$ cat src/rtl/chan_data_mux.sv
// Channel data mux: forwards the beat stream of the arbiter-granted port through one output register stage.
// Optional XFER idle-timeout abort is built when CHAN_DATA_MUX_TIMEOUT_EN is defined.
module chan_data_mux #(
    parameter int PORTNUM = 16,
    parameter int DW      = 32,
    parameter int LENW    = 12,
    parameter int TIMEOUT = 255
) (
    input  logic                       i_clk,
    input  logic                       i_rst,
    input  logic [$clog2(PORTNUM)-1:0] i_chan_sel,
    input  logic                       i_chan_en,
    input  logic [PORTNUM*DW-1:0]      i_data,
    input  logic [PORTNUM-1:0]         i_vld,
    input  logic [PORTNUM-1:0]         i_eop,
    output logic [PORTNUM-1:0]         o_port_rdy,
    output logic [DW-1:0]              o_data,
    output logic                       o_vld,
    output logic                       o_eop,
    input  logic                       i_ready,
    output logic                       o_end,
    output logic [LENW-1:0]            o_pkt_len,
    output logic                       o_err
);

    localparam int SELW = $clog2(PORTNUM);

    typedef enum logic [1:0] {
        IDLE     = 2'd0,
        XFER     = 2'd1,
        FLUSH    = 2'd2,
        WAIT_CLR = 2'd3
    } state_t;

    state_t          state;
    state_t          state_nxt;
    logic [SELW-1:0] sel_q;
    logic [LENW-1:0] beat_cnt;

    logic [DW-1:0]   sel_data;
    logic            sel_vld;
    logic            sel_eop;
    logic            sel_rdy;
    logic            accept;
    logic            drained;
    logic            pkt_done;
    logic            timeout_hit;

    assign sel_data = i_data[sel_q*DW +: DW];
    assign sel_vld  = i_vld[sel_q];
    assign sel_eop  = i_eop[sel_q];
    assign sel_rdy  = i_ready | ~o_vld;
    assign accept   = (state == XFER) && sel_vld && sel_rdy;
    assign drained  = ~o_vld | i_ready;
    assign pkt_done = (state == FLUSH) && drained;

    always_comb begin
        o_port_rdy = '0;
        if (state == XFER) begin
            o_port_rdy[sel_q] = sel_rdy;
        end
    end

`ifdef CHAN_DATA_MUX_TIMEOUT_EN
    localparam int IDLEW = $clog2(TIMEOUT + 1);

    logic [IDLEW-1:0] idle_cnt;
    logic             abort_q;

    // Fires on the edge that would complete TIMEOUT consecutive XFER cycles without a beat.
    assign timeout_hit = (state == XFER) && !accept && (idle_cnt == IDLEW'(TIMEOUT - 1));

    always_ff @(posedge i_clk) begin
        if (i_rst) begin
            idle_cnt <= '0;
            abort_q  <= 1'b0;
            o_err    <= 1'b0;
        end else begin
            if ((state == XFER) && !accept) begin
                idle_cnt <= idle_cnt + IDLEW'(1);
            end else begin
                idle_cnt <= '0;
            end
            if ((state == IDLE) && i_chan_en) begin
                abort_q <= 1'b0;
            end else if (timeout_hit) begin
                abort_q <= 1'b1;
            end
            if (pkt_done) begin
                o_err <= abort_q;
            end
        end
    end
`else
    assign timeout_hit = 1'b0;
    assign o_err       = 1'b0;
`endif

    always_comb begin
        state_nxt = state;
        case (state)
            IDLE: begin
                if (i_chan_en) begin
                    state_nxt = XFER;
                end
            end
            XFER: begin
                if ((accept && sel_eop) || timeout_hit) begin
                    state_nxt = FLUSH;
                end
            end
            FLUSH: begin
                if (drained) begin
                    state_nxt = WAIT_CLR;
                end
            end
            WAIT_CLR: begin
                if (!i_chan_en) begin
                    state_nxt = IDLE;
                end
            end
            default: state_nxt = IDLE;
        endcase
    end

    // A timeout either flags the beat still held for downstream as last, or emits a lone eop marker.
    always_ff @(posedge i_clk) begin
        if (i_rst) begin
            state     <= IDLE;
            sel_q     <= '0;
            beat_cnt  <= '0;
            o_data    <= '0;
            o_vld     <= 1'b0;
            o_eop     <= 1'b0;
            o_end     <= 1'b0;
            o_pkt_len <= '0;
        end else begin
            state <= state_nxt;
            o_end <= 1'b0;

            if ((state == IDLE) && i_chan_en) begin
                sel_q    <= i_chan_sel;
                beat_cnt <= '0;
            end

            if (accept) begin
                o_data <= sel_data;
                o_vld  <= 1'b1;
                o_eop  <= sel_eop;
                if (beat_cnt != '1) begin
                    beat_cnt <= beat_cnt + LENW'(1);
                end
            end else if (timeout_hit) begin
                o_vld <= o_vld & ~i_ready;
                o_eop <= 1'b1;
            end else if (i_ready || !o_vld) begin
                o_vld <= 1'b0;
                o_eop <= 1'b0;
            end

            if (pkt_done) begin
                o_end     <= 1'b1;
                o_pkt_len <= beat_cnt;
            end
        end
    end

endmodule
$ cat config.mk
export PLATFORM = sky130hd
export DESIGN_NAME = chan_data_mux
export DESIGN_NICKNAME = d
export VERILOG_FILES = /design/src/rtl/chan_data_mux.sv
export SDC_FILE = /design/constraint.sdc
export NUM_CORES = 1
export LEC_CHECK = 0
export CORE_AREA = 4 4 234 236
export CTS_CLUSTER_SIZE = 12
export DETAILED_ROUTE_END_ITERATION = 6
export DIE_AREA = 0 0 238 240
export MAX_ROUTING_LAYER = met4
export PLACE_DENSITY_LB_ADDON = 0.15
export SLEW_MARGIN = 20
export SYNTH_ARGS = -nofsm -noshare
export SYNTH_HDL_FRONTEND = slang
export SYNTH_SLANG_ARGS = --single-unit
$ cat constraint.sdc
create_clock -name i_clk -period 2.5 [get_ports i_clk]
set_input_delay 0.5 -clock i_clk [delete_from_list [all_inputs] [get_ports i_clk]]
set_output_delay 0.5 -clock i_clk [all_outputs]
set_load 0.1 [all_outputs]
==> impl_results.md, run 1 <==
* Synthesized area divided by synthesized cell count at roughly 13 sq um
* Clk sinks at 65
* Netlist Area Pre-Place at between 6000 and 7000 sq um
* Worst endpoint, post-GRT repair: o_port_rdy[4]
* Hold buffer count at CTS at 0
* Placer Congestion at slightly below 0.9
* Status: stopped before the end
* Fraction of registers with async set or reset after synthesis at 0%
* Number of library cell types mapped by synthesis at between 40 and 50
* Seq/Total Area, Yosys at a little under a fifth
* Synth Flop Type: dfxtp_1
* Post-Place Cell Area at approximately 14,000 sq um
* Number of enable flip-flop cells after synthesis at 0
* Yosys top cell area share at approximately 54%
* Top-level port count at approximately 620
* Synth Net Count at about 1.1k
* Worst-path end type: output port
* Port Buffers at 614
* Maximum number of pins on one net before global-route repair at 66
* Halt point of the flow: detailed routing
* Y dimension of the die at approximately 240 microns
* Post-synthesis cell type with the largest combined area: mux4_2
* Deepest level of the CTS H-tree at 3
* GR Overflow Total at 0
* Initial standard-cell utilization of the core at roughly an eighth
* Final HPWL DP at 44.3 mm
* Cell count after synthesis at about 540
* Via count of the first global-routing pass at about 8.6k
* Maximum buffer depth of the clock tree at 2
* Global-route total usage across every layer at approximately 17%
* Number of standard-cell rows in the floorplan at 84
* Post-placement worst setup slack at -33.0 ps
* Number of buffers inserted by post-CTS setup repair at 0
* Error: [ERROR DRT-0255] Maze Route cannot find path of net i_clk in worker of routeBox ( 193200 0 ) ( 238000 48300 ).
* Wire length of the first global-routing pass at between 60 and 70 mm
* Initial antenna violation count at 25
* Total clock buffers created by CTS at 9
* Cell types with the largest area share after synthesis: mux4_2 (54%), dfxtp_1 (19%), mux2i_1 (4.8%)
* Die extent in x at between 200 and 250 microns
* Warning count from the yosys run at 0
* Flip-flop and latch count after synthesis at 65
* CTS root buf: clkbuf_16
==> what timing repair did <==
action | CTS | global route
hold endpoints to repair | 0 | 0
gates resized for setup | 2 | 1
endpoints found under the setup margin | 6 | 4
pin swaps | 0 | 0
==> cell families after synthesis <==
| family | count (synthesis) | synth area share (%) |
|---|---|---|
| buf+inv | 62 | 4.53 |
| flops | 65 | 18.8 |
| mux | 203 | 60.2 |
| other cells | 1 | 0.0543 |
| fa+ha+maj | 5 | 0.905 |
| simple gates | 148 | 9.42 |
| compound gates | 55 | 5.70 |
| xor+xnor | 3 | 0.380 |
==> stage by stage <==
| step | cells | hold WS [ps] |
|---|---|---|
| 4_1_cts | 1831 | 455 |
| 3_3_place_gp | 1815 | 445 |
| 5_1_grt | 1848 | 473 |
| 2_1_floorplan | 542 | 465 |
| 3_5_place_dp | 1815 | 447 |
==> synth_stat cells (3+ instances only) <==
master	n
a22oi_1	3
buf_4	11
nor3b_1	4
nand3b_1	3
o211ai_1	7
nor2_1	60
dfxtp_1	65
inv_1	4
and2_1	4
nand3_1	15
and3_1	3
clkbuf_1	11
mux4_2	166
mux4_1	3
buf_2	25
mux2i_1	33
o21ai_0	7
buf_1	10
nor3_1	4
a21oi_1	20
nor2b_1	3
ha_1	5
xor2_1	3
nand2_1	46
==> routing by layer <==
layer	GRT usage [%]
met1	21.0
met2	29.0
met3	4.82
met4	4.03
met5	-
==> inputs of run 2 (changes only) <==
CORE_AREA = 4 4 238 240   (was 4 4 234 236)
CTS_CLUSTER_SIZE = default   (was 12)
DIE_AREA = 0 0 242 244   (was 0 0 238 240)
MAX_ROUTING_LAYER = default   (was met4)
==> run 2 against run 1 <==
The run now ends clean; global-route usage down 0.96 points; area after synthesis stayed put; synthesized cell count unchanged.
==> impl_results.md, run 2 <==
* Status: finished clean
* Worst-skew pair later-pin latency at ~340 ps
* Number of maximum-capacitance constraint violations at 0
* Pin slew with the least headroom to its limit at between 500 and 600 ps
* Source of the critical timing path: i_ready
* Top register by number of flip-flops: o_data
* Via count at about 7.8k
* GR Overflow Total at 0
* Final HPWL DP at around 45 mm
* Placer Congestion at 0.887
* Seq/Total Area, Yosys at 18.8%
* RSZ-0062 raised after global routing: no
* Critical path capture point type: output port
* Core ar. at 54,700 sq um
* M1 GR Usage at 19.1%
* Worst min-delay path class: input pin to register
* Warning count from the yosys run at 0
* Flip-flop count of the largest register after layout at 32
* Syn-to-layout area delta at 112%
* Tmin final at 2400 ps
* Maximum achievable frequency at approximately 420 MHz
* CTS root buf: clkbuf_16
* Hold buffer count at CTS at 0
* Leading cell types in the layout, fill and taps excluded: clkdlybuf4s50_1 (550), mux4_2 (166), buf_4 (94), dfxtp_1 (60), nand2_1 (46)
* Type of origin of the critical path: input pin
* Via count of the first global-routing pass at between 8k and 9k
* Finished Cell Area at about 15,000 sq um
* TritonRoute pass-1 iters at 4
* Reg-to-reg startpoint: sel_q[0]
* Synth Flop Type: dfxtp_1
* Clk sinks at between 60 and 70
* Setup-violating endpoint count in the final report at 0
* Most instantiated library cell after synthesis: mux4_2
* Post-layout total power at ~0.0076 W
* Drt total wl at 50.4 mm
* Share of cells above drive strength 1 at between 20 and 30%
* Die extent in x at ~240 microns
* Worst slew margin at approximately 65%
* Fraction of registers with async set or reset after synthesis at 0%
* Drt initial violations at about 300
* Flip-flop and latch count after synthesis at 65
* Most common cell after layout, fill and taps aside: clkdlybuf4s50_1
* Power density over cell area at 517 nW/um^2
* Most frequent cells after synthesis: mux4_2 (166), dfxtp_1 (65), nor2_1 (60)
* Number of DRC violations after detailed routing at 0
* Yosys top cell area share at between 50% and 60%
* Initial antenna violation count at 29
* Number of vias per cell at slightly above 4
* Cell count after synthesis at 542
* Setup skew after layout at about 6.9 ps
* Met2 demand-to-capacity share in global routing at approximately 29%
* Initial standard-cell utilization of the core at 12.6%
* Hold Fails Final Rpt at 0
* Maximum buffer depth of the clock tree at 2
* Routing usage on met3 at under 10%
* Netlist Area Pre-Place at slightly below 7000 sq um
* Die ar. at 59,000 sq um
* Post-synthesis cell type with the largest combined area: mux4_2
* Registers with the most flip-flops: o_data x32, beat_cnt x12, o_pkt_len x12
* Number of standard-cell rows in the floorplan at 86
* Number of nets in the final layout at 1,722
* Port Buffers at 614
* Y dimension of the die at approximately 240 microns
* Wire length of the first global-routing pass at 68.5 mm
* Synth Net Count at between 1k and 1.5k
* Total leakage power at roughly 4.9 nW
* CP Data Required Time at ~2000 ps
* Worst hold slack at ~440 ps
* Deepest level of the CTS H-tree at 3
* Most Used Layer, Global Route: met2
* Crit-path max FO at 5
* Setup Crit Path Kind: input pin to output port
* Cell types with the largest area share after synthesis: mux4_2 (54%), dfxtp_1 (19%), mux2i_1 (4.8%)
* Final worst-path cycle share at roughly 96%
* Global-route total usage across every layer at ~16%
* Top-level port count at ~620
* Synthesized area divided by synthesized cell count at 12.7 sq um
* Post-Place Cell Area at between 10,000 and 15,000 sq um
* Count of antenna-violating nets left after detailed routing at 0
* WP data arrival at 1900 ps
* Fin util at between 20% and 30%
* Clock tree from TritonCTS: built
* Maximum number of pins on one net before global-route repair at 57
* Number of enable flip-flop cells after synthesis at 0
* Post-DR wirelength/cell at approximately 27 microns
* Number of library cell types mapped by synthesis at 48
* Total clock buffers created by CTS at 9
* Worst supply voltage drop on vdd at between 0.2 and 0.3 mV
* Worst setup slack for register-to-register paths at 140 ps
* Clock transition at the registers of the reported paths at around 60 ps
* Number of max-slew violations in the final report at 0
* Worst hold start: i_rst
## run 2: layer usage
layer	wire, microns	vias up
li1	-	3524
met5	69	-
met1	19400	3938
met4	820	10
met2	26300	309
met3	3760	49
## run 2: where the power goes
part / switching [W] / internal [W]
Sequential: 0.000132 / 0.00118
Clock: 0.000492 / 0.000749
Combinational: 0.00256 / 0.00247
Total: 0.00318 / 0.00439
## run 2: worst paths after layout
kind	endpoint	depth (start not counted)
worst max-delay path	o_port_rdy[11]	5
worst max register to register	o_data[28]	6
worst min register to register	o_pkt_len[7]	2
worst min-delay path	sel_q[2]	2
## run 2: metrics by stage
step | cells | setup slack (ps) | TNS, ps
CTS | 1872 | 8.26 | 0
floorplan | 542 | -254 | -1930
global placement | 1854 | 37.7 | 0
global route | 1885 | 2.91 | 0
detailed placement | 1854 | 2.46 | 0
finish | 1887 | 100 | 0
## run 2: kinds of logic (layout without fill, tap and decap cells)
family / after synthesis / in the layout / share of synthesized area [%]
muxes: 203 / 203 / 60.2
buffers and inverters: 62 / 689 / 4.53
DFF: 65 / 65 / 18.8
xor gates and xnor gates: 3 / 3 / 0.380
AOI/OAI and AO/OA: 55 / 55 / 5.70
and+or+nand+nor: 148 / 148 / 9.42
other: 1 / 15 / 0.0543
adders and majority gates: 5 / 5 / 0.905
## run 2: cell type report
cell class | count | area (sq um)
multi-input cells | 415 | 5390
repair buffers | 670 | 6730
fillers | 5729 | 40000
diodes | 14 | 35.0
clock buffers | 12 | 268
clock inverters | 3 | 15.0
inverters | 4 | 15.0
well taps | 704 | 881
flip-flops and latches | 65 | 1320
## run 2: repair_timing
item,in CTS,in global routing
setup endpoints to repair,12,4
setup buffers,3,1
resized for setup,2,1
pin swaps,3,0
## run 2: worst max-delay path: stages
cell	delay, ps
clkdlybuf4s50_1	470
nand2b_1	240
nand3_1	270
nor2_2	220
buf_12	190
No activity file was read; power rests on OpenSTA's default activity.
